<file path="config.mk">
export PLATFORM = sky130hd
export DESIGN_NAME = accum_cpu
export DESIGN_NICKNAME = d
export VERILOG_FILES = /design/src/rtl/accum_cpu.sv
export SDC_FILE = /design/constraint.sdc
export NUM_CORES = 2
export LEC_CHECK = 0
export ABC_CLOCK_PERIOD_IN_PS = 6900
export BUFFER_PORTS_ARGS = -buffer_cell sky130_fd_sc_hd__buf_4
export CORE_MARGIN = 10
export CORE_UTILIZATION = 57
export CTS_CLUSTER_DIAMETER = 80
export DETAILED_ROUTE_END_ITERATION = 6
export GPL_TIMING_DRIVEN = 0
export PLACE_DENSITY = 0.76
export SLEW_MARGIN = 20
export SYNTH_ARGS = -nofsm -noshare
export SYNTH_HDL_FRONTEND = slang
export SYNTH_SLANG_ARGS = --single-unit
</file>
<file path="constraint.sdc">
create_clock -name i_clk -period 6.9 [get_ports i_clk]
set_clock_uncertainty 0.05 [all_clocks]
set_input_delay 0.345 -clock i_clk [delete_from_list [all_inputs] [get_ports i_clk]]
set_output_delay 0.345 -clock i_clk [all_outputs]
set_load 0.005 [all_outputs]
</file>
<file path="src/rtl/accum_cpu.sv">
// Accumulator CPU: 1 instr/cycle from external program memory, internal RAM, OUT valid/ready handshake, HALT.
// Define ACCUM_CPU_MUL_EN to make opcode E a multiply (acc <- low bits of acc*M); otherwise E is a NOP.
module accum_cpu #(
  parameter int DATA_W = 8,
  parameter int ADDR_W = 8
) (
  input  logic              i_clk,
  input  logic              i_reset,
  input  logic [ADDR_W+3:0] i_instr,
  input  logic              i_instr_valid,
  output logic [ADDR_W-1:0] o_pc,
  input  logic [DATA_W-1:0] i_data_in,
  output logic [DATA_W-1:0] o_data_out,
  output logic              o_out_valid,
  input  logic              i_out_ready,
  output logic              o_zero,
  output logic              o_carry,
  output logic              o_halted
);

  localparam logic [3:0] OP_LDI = 4'h1, OP_LDM = 4'h2, OP_STM = 4'h3, OP_ADD = 4'h4,
                         OP_SUB = 4'h5, OP_AND = 4'h6, OP_OR  = 4'h7, OP_XOR = 4'h8,
                         OP_IN  = 4'h9, OP_OUT = 4'hA, OP_JMP = 4'hB, OP_JZ  = 4'hC,
                         OP_JC  = 4'hD, OP_MUL = 4'hE, OP_HLT = 4'hF;

  typedef enum logic [1:0] {S_RUN, S_OUT_WAIT, S_HALT} state_t;

  state_t              r_state;
  state_t              w_state_nxt;
  logic [ADDR_W-1:0]   r_pc;
  logic [DATA_W-1:0]   r_acc;
  logic [DATA_W-1:0]   r_dout;
  logic                r_zero;
  logic                r_carry;
  logic [DATA_W-1:0]   r_mem [0:(1<<ADDR_W)-1];

  logic [3:0]          w_op;
  logic [ADDR_W-1:0]   w_opd;
  logic [DATA_W-1:0]   w_imm;
  logic [DATA_W-1:0]   w_m;
  logic [DATA_W:0]     w_sum;
  logic [DATA_W:0]     w_diff;
  logic [ADDR_W-1:0]   w_pc_inc;
  logic                w_exec;
  logic [ADDR_W-1:0]   w_pc_nxt;
  logic [DATA_W-1:0]   w_acc_nxt;
  logic                w_acc_we;
  logic                w_carry_nxt;
  logic                w_mem_we;
  logic                w_dout_we;

  assign w_op     = i_instr[ADDR_W+3:ADDR_W];
  assign w_opd    = i_instr[ADDR_W-1:0];
  assign w_imm    = DATA_W'(w_opd);
  assign w_m      = r_mem[w_opd];
  assign w_sum    = {1'b0, r_acc} + {1'b0, w_m};
  assign w_diff   = {1'b0, r_acc} - {1'b0, w_m};
  assign w_pc_inc = r_pc + ADDR_W'(1);
  assign w_exec   = (r_state == S_RUN) && i_instr_valid;

`ifdef ACCUM_CPU_MUL_EN
  logic [DATA_W-1:0] w_mul;
  assign w_mul = r_acc * w_m;
`endif

  // State register
  always_ff @(posedge i_clk) begin
    if (i_reset) r_state <= S_RUN;
    else         r_state <= w_state_nxt;
  end

  // Next-state logic
  always_comb begin
    w_state_nxt = r_state;
    case (r_state)
      S_RUN: begin
        if (w_exec && w_op == OP_OUT)      w_state_nxt = S_OUT_WAIT;
        else if (w_exec && w_op == OP_HLT) w_state_nxt = S_HALT;
      end
      S_OUT_WAIT: if (i_out_ready) w_state_nxt = S_RUN;
      S_HALT:     w_state_nxt = S_HALT;
      default:    w_state_nxt = S_RUN;
    endcase
  end

  // Outputs decoded from registered state only
  always_comb begin
    o_out_valid = (r_state == S_OUT_WAIT);
    o_halted    = (r_state == S_HALT);
  end

  always_comb begin
    w_pc_nxt    = r_pc;
    w_acc_nxt   = r_acc;
    w_acc_we    = 1'b0;
    w_carry_nxt = r_carry;
    w_mem_we    = 1'b0;
    w_dout_we   = 1'b0;
    if (w_exec) begin
      w_pc_nxt = w_pc_inc;
      case (w_op)
        OP_LDI: begin w_acc_nxt = w_imm;         w_acc_we = 1'b1; end
        OP_LDM: begin w_acc_nxt = w_m;           w_acc_we = 1'b1; end
        OP_STM: w_mem_we = 1'b1;
        OP_ADD: begin
          w_acc_nxt   = w_sum[DATA_W-1:0];
          w_carry_nxt = w_sum[DATA_W];
          w_acc_we    = 1'b1;
        end
        // Top bit of the widened difference is the unsigned borrow.
        OP_SUB: begin
          w_acc_nxt   = w_diff[DATA_W-1:0];
          w_carry_nxt = w_diff[DATA_W];
          w_acc_we    = 1'b1;
        end
        OP_AND: begin w_acc_nxt = r_acc & w_m;   w_acc_we = 1'b1; end
        OP_OR:  begin w_acc_nxt = r_acc | w_m;   w_acc_we = 1'b1; end
        OP_XOR: begin w_acc_nxt = r_acc ^ w_m;   w_acc_we = 1'b1; end
        OP_IN:  begin w_acc_nxt = i_data_in;     w_acc_we = 1'b1; end
        OP_OUT: begin w_pc_nxt = r_pc;           w_dout_we = 1'b1; end
        OP_JMP: w_pc_nxt = w_opd;
        OP_JZ:  if (r_zero)  w_pc_nxt = w_opd;
        OP_JC:  if (r_carry) w_pc_nxt = w_opd;
`ifdef ACCUM_CPU_MUL_EN
        OP_MUL: begin w_acc_nxt = w_mul;         w_acc_we = 1'b1; end
`endif
        OP_HLT: w_pc_nxt = r_pc;
        default: ;
      endcase
    end else if (r_state == S_OUT_WAIT && i_out_ready) begin
      w_pc_nxt = w_pc_inc;
    end
  end

  always_ff @(posedge i_clk) begin
    if (i_reset) begin
      r_pc    <= '0;
      r_acc   <= '0;
      r_dout  <= '0;
      r_zero  <= 1'b0;
      r_carry <= 1'b0;
    end else begin
      r_pc    <= w_pc_nxt;
      r_carry <= w_carry_nxt;
      if (w_acc_we) begin
        r_acc  <= w_acc_nxt;
        r_zero <= (w_acc_nxt == '0);
      end
      if (w_dout_we) r_dout <= r_acc;
    end
  end

  // Data RAM has no reset; contents are undefined until written.
  always_ff @(posedge i_clk) begin
    if (w_mem_we && !i_reset) r_mem[w_opd] <= r_acc;
  end

  assign o_pc       = r_pc;
  assign o_data_out = r_dout;
  assign o_zero     = r_zero;
  assign o_carry    = r_carry;

endmodule

</file>
Word level (Yosys, flattened, before mapping)
Memory sizes are Yosys's and may differ from the RTL's.
Index checks and enable logic that the tools add are counted.

operators by class
  reduce and logical (&&, ||, !) cells = 15
  mux-type cells = 20
  add/sub/neg operators = 3
  bitwise gates (word level) = 3
  eq/ne operators = 19

operator list
  kind                   count
  $pmux W8 S8            1
  $mux W8                5
  $pmux W8 S4            1
  $eq A4 B4 Y1 const B   7
  $eq A4 B3 Y1 const B   4
  $add A8 B8 Y9          1
  $sub A8 B8 Y9          1
  $add A8 B1 Y8 const B  1
  $and A8 B8 Y8          1
  $eq A4 B2 Y1 const B   2
  $logic_not A8 Y1       1
  $mux W1                8
  $or A8 B8 Y8           1
  $reduce_or A8 Y1       1
  $xor A8 B8 Y8          1
  $mux W2                3
  $pmux W2 S3            1
  $reduce_and A2 Y1      3
  $logic_and A1 B1 Y1    5
  $eq A4 B1 Y1 const B   1
  $reduce_bool A2 Y1     2
  $ne A3 B1 Y1 const B   1
  $eq A2 B1 Y1 const B   1
  $eq A2 B2 Y1 const B   1
  other kinds (6)        6

storage, ports and cells
  word-level logic and storage cells = 67
  bits of input ports = 24
  register bits after elaboration = 28
  output and inout port bits = 20
  memories kept = 1
  bits in writable memories = 2048

memory list
  memory  words  bits a word  read ports  clocked after memory_dff  wr ports  RTL line  source
  r_mem   256    8            1           0                         1         35        logic [DATA_W-1:0] r_mem [0:(1<<ADDR_W)-1];

Depth between registers and ports, before layout
  depth after elaboration = 6
  mapped depth = 25
  depth with buffers taken out = 18

Worst setup path after synthesis
No wires, ideal clock.

  path type = reg2reg
  start = register r_acc[0]
  end = register r_zero (netlist: o_zero)
  required time = 6.764 ns
  arrival = 6.601 ns
  library setup time = 0.086 ns
  setup slack = 0.162 ns
  stages on the path, launching flop included = 13
  cells stage by stage = dfxtp_1 > inv_1 > ha_1 > fa_1 > o21bai_1 > a21oi_1 > a221o_1 > a211oi_1 > nor2_1 > nor4bb_1 > o2111ai_1 > a2111o_1 > a221oi_2

between the ends
  cells in the longest elaborated chain, start to end = 4

ends and longest elaborated chain
  what                                   RTL line  source
  start, declared                        31        logic [DATA_W-1:0] r_acc;
  start signal, assigned                 146       r_acc <= w_acc_nxt;
  $sub A8 B8 Y9 (tied with other cells)  57        assign w_diff = {1'b0, r_acc} - {1'b0, w_m};
  $pmux W8 S8                            101       case (w_op)
  $mux W8 *                              99        if (w_exec) begin
  $logic_not A8 Y1 *                     147       r_zero <= (w_acc_nxt == '0);
  end signal, assigned                   147
  end, declared                          33        logic r_zero;

Mark *: on every way between the ends. The rest lies on a longest branch, timed or not.
A chain may end at the register's enable or synchronous reset.

Worst setup path in the final report
  start = input port i_instr[2]
  end = register r_zero (netlist: o_zero)

between the ends
  cells in the longest elaborated chain, start to end = 5

ends and longest elaborated chain
  what                                   RTL line  source
  start, declared                        9         input logic [ADDR_W+3:0] i_instr,
  $mem_v2 Z256 W8                        --
  $sub A8 B8 Y9 (tied with other cells)  57
  $pmux W8 S8 *                          101
  $mux W8 *                              99
  $logic_not A8 Y1 *                     147

Marks and branches as above.

==> flow_summary.ini <==
[sta]
holdWs_ns = 0.0356
slew_violations = 0
min_period_ns = 7.08
fmax_ghz = 0.141
rsz0062_at_grt = no
hold_viol = 0
finalWorstSetupSlack_ns = -0.176
tns_ns = -0.176
setup_violations = 1
fin_crit_sh_pct = 103
maxSlewHeadroom_pct = 12.5
worstMarginPinSlew_ns = 1.31

[run_status]
failed_checks = design-rule violations, negative setup slack
status = finished with violations

[place]
io_buffers = 37
hpwl_um = 224000
place.gp.congestion = 1.06
dp_slack_ns = -2.30

[logic_synthesis]
ys_async_sr_fraction_pct = 0
yosys.area.top_type = edfxtp_1
synth_cells = 4270
synth-edff-count = 2048
syn_nets = 4323
syn_avg_cell_area_um2 = 19.4
synth_top_area_share_pct = 74.4
synth_cell_type_count = 92
synth_seq_cells = 2076
seq_area_frac_synth_pct = 75.1
netlist_area_mm2 = 0.0827
synth_ff_type = edfxtp_1
ys_top_cells_by_area = edfxtp_1 (74%), mux4_2 (11%), mux2i_1 (2.5%)
ys_warn_count = 0

[floorplanning]
core_area_mm2 = 0.144
fp.dieW_um = 401
ios = 44
rows = 139
die_area_mm2 = 0.161
die_h_um = 401
initial_core_util_pct = 57.5

[route]
totalWireLength_um = 338000
via_count = 51525
viasPerCell = 7.72
drc = 19
antenna_left = 0
drt-initial-drc-count = 10719
wl_per_cell_um = 50.7
dr.pass1.iters = 7

[worst_setup_path]
critPathMaxFanout = 10
arrival_ns = 7.80
crit_slowest_cell = clkbuf_1
cp-start-kind = input pin
required_ns = 7.63
criticalPathCategory = input pin to flip-flop
crit_chain = buf_4 > buf_2 > nor2b_1 > clkbuf_2 > clkbuf_1 > buf_1 > a22oi_1 > a21oi_1 > nor2_1 > a41oi_1 > and2_1 > inv_1 > ha_1 > inv_1 > nor3_1 > a21oi_1 > o2111ai_1 > a211o_1 > nor2b_1 > o2111ai_1 > a2111o_1 > a221oi_2
cpPeakStageDelay_ns = 1.02
reg2regPathDepth = 18
endpoint_kind = flip-flop

[final_layout]
syn2layout_area_growth_pct = 13.8
nets = 4631
nFillCells = 9242
drive_gt1_share_pct = 22.7

[global_route]
grt_pass1_wl_um = 443000
antenna_found_initial = 27
grt_pass1_vias = 47810
overflow = 0
grt_use_total_pct = 41.8
grt_max_degree = 83

[pwr]
max-vdd-ir-drop_mv = 0.257
p_leak_nw = 30.5
power.density_mw_per_mm2 = 292
total_power_mw = 27.5

[clocking]
tritoncts = built
numCtsBuffers = 202
h-tree-depth = 4
clock_path_buffers = 3
clk_latency_ns = 0.89
cts.reportedPaths.clkPinSlew_ns = 0.06
cts.sinks = 2076
cts_root_buf = clkbuf_16

[flow_run]
drv_cap = 0

[worst_hold_path]
hp-class = input pin to flip-flop
whs_path_depth = 6
==> cells in the mapped netlist (12+ instances only) <==
cell type	number
clkbuf_1	123
nor3_1	32
nor2_1	347
a31oi_1	14
and3_1	23
edfxtp_1	2048
nor2b_1	26
a2111oi_0	12
mux2i_1	204
a21oi_1	93
o2111ai_1	13
buf_6	42
o211ai_1	14
nand2_1	157
a211oi_1	20
o22ai_1	40
buf_1	17
mux4_2	410
a22oi_1	129
mux2_2	30
nand4_1	26
ha_1	27
nand2b_1	12
buf_4	18
buf_2	39
inv_1	27
a221oi_1	13
dfxtp_1	28
nor4_1	13
nand3_1	69
o21ai_0	37
==> critical path, delay by kind of cell <==
kind            cells  cell delay (ns)
fa+ha+maj           1             0.35
compound gates      9             2.73
simple gates        5             0.87
buf+inv             7             3.43
==> registers in the layout, summed over array words and instances, names as in the netlist <==
name        count
o_data_out      8
r_mem        2048
o_carry         1
o_pc            8
r_acc           8
r_state         2
o_zero          1
==> layout by cell type, fill, tap and decap left out, drive strengths merged, types with 7 or more instances in the layout <==
cell / count
a2111oi: 13
a211oi: 20
a21oi: 93
a221oi: 15
a22o: 11
a22oi: 129
a31oi: 14
a32oi: 7
and2: 7
and3: 23
buf: 223
bufinv: 20
clkbuf: 372
clkinv: 99
dfxtp: 28
diode: 21
edfxtp: 2048
ha: 27
inv: 29
mux2: 33
mux2i: 204
mux4: 414
nand2: 157
nand2b: 12
nand3: 69
nand4: 26
nor2: 347
nor2b: 26
nor3: 32
nor3b: 8
nor4: 14
o2111ai: 14
o211ai: 14
o21ai: 41
o221ai: 8
o22ai: 40
==> where the power goes <==
| group | internal (mW) | switching, mW |
|---|---|---|
| Combinational | 0.598 | 1.64 |
| Sequential | 14.0 | 0.0564 |
| Clock | 6.20 | 4.99 |
| Total | 20.8 | 6.69 |
==> cells by family (layout without fill, tap and decap cells) <==
logic type / count (synthesis) / after routing / synth area share [%]
DFF: 2076 / 2076 / 75.1
and+or+nand+nor: 755 / 755 / 4.16
muxes: 651 / 651 / 14.2
AOI/OAI and AO/OA: 478 / 478 / 4.11
buffers and inverters: 278 / 754 / 1.95
adders and majority gates: 29 / 29 / 0.457
xor gates and xnor gates: 3 / 3 / 0.0318
other: 0 / 21 / 0
==> worst paths after layout <==
kind / start / endpoint / slack [ns]
max: i_instr[2] / o_zero / -0.18
min: i_data_in[3] / r_acc[3] / 0.04
max reg2reg: r_mem[139][0] / o_zero / 0.48
min reg2reg: o_carry / o_carry / 0.43
==> through the flow <==
stage,cell area [um2],instances,util [%]
global route,94000,6650,65.4
CTS,93900,6655,65.3
global placement,85300,6210,59.3
finish,94100,6670,65.4
floorplan,82700,4270,-
detailed placement,87000,6278,60.5
==> metal layers <==
layer	vias to the layer above	part of all wire [%]	global-route usage, %
li1	18234	-	-
met2	5886	40	55.2
met3	1456	18	22.4
met4	18	11	35.4
met5	-	0.036	0
met1	25931	31	49.6
==> what timing repair did <==
| action | CTS | global route |
|---|---|---|
| hold buffers | 6 | 0 |
| pin swaps | 2 | 4 |
| setup endpoints to repair | 7 | 1 |
| buffers inserted | 2 | 1 |
| hold endpoints to repair | 8 | 0 |
| gates resized for setup | 53 | 42 |
==> area by class of cell <==
class                           count  area [um2]  share of cell area, %
Sequential cell                  2076       62100                   66.0
Multi-Input combinational cell   1916       19200                   20.4
Clock buffer                      249        5250                   5.58
Tap cell                         1903        2380                   2.53
Timing Repair Buffer              115        1820                   1.93
Buffer                            238        1720                   1.83
Clock inverter                    123        1410                   1.49
Inverter                           29         109                  0.116
Antenna cell                       21        52.6                 0.0559
Power figures use the tool's default switching activity.
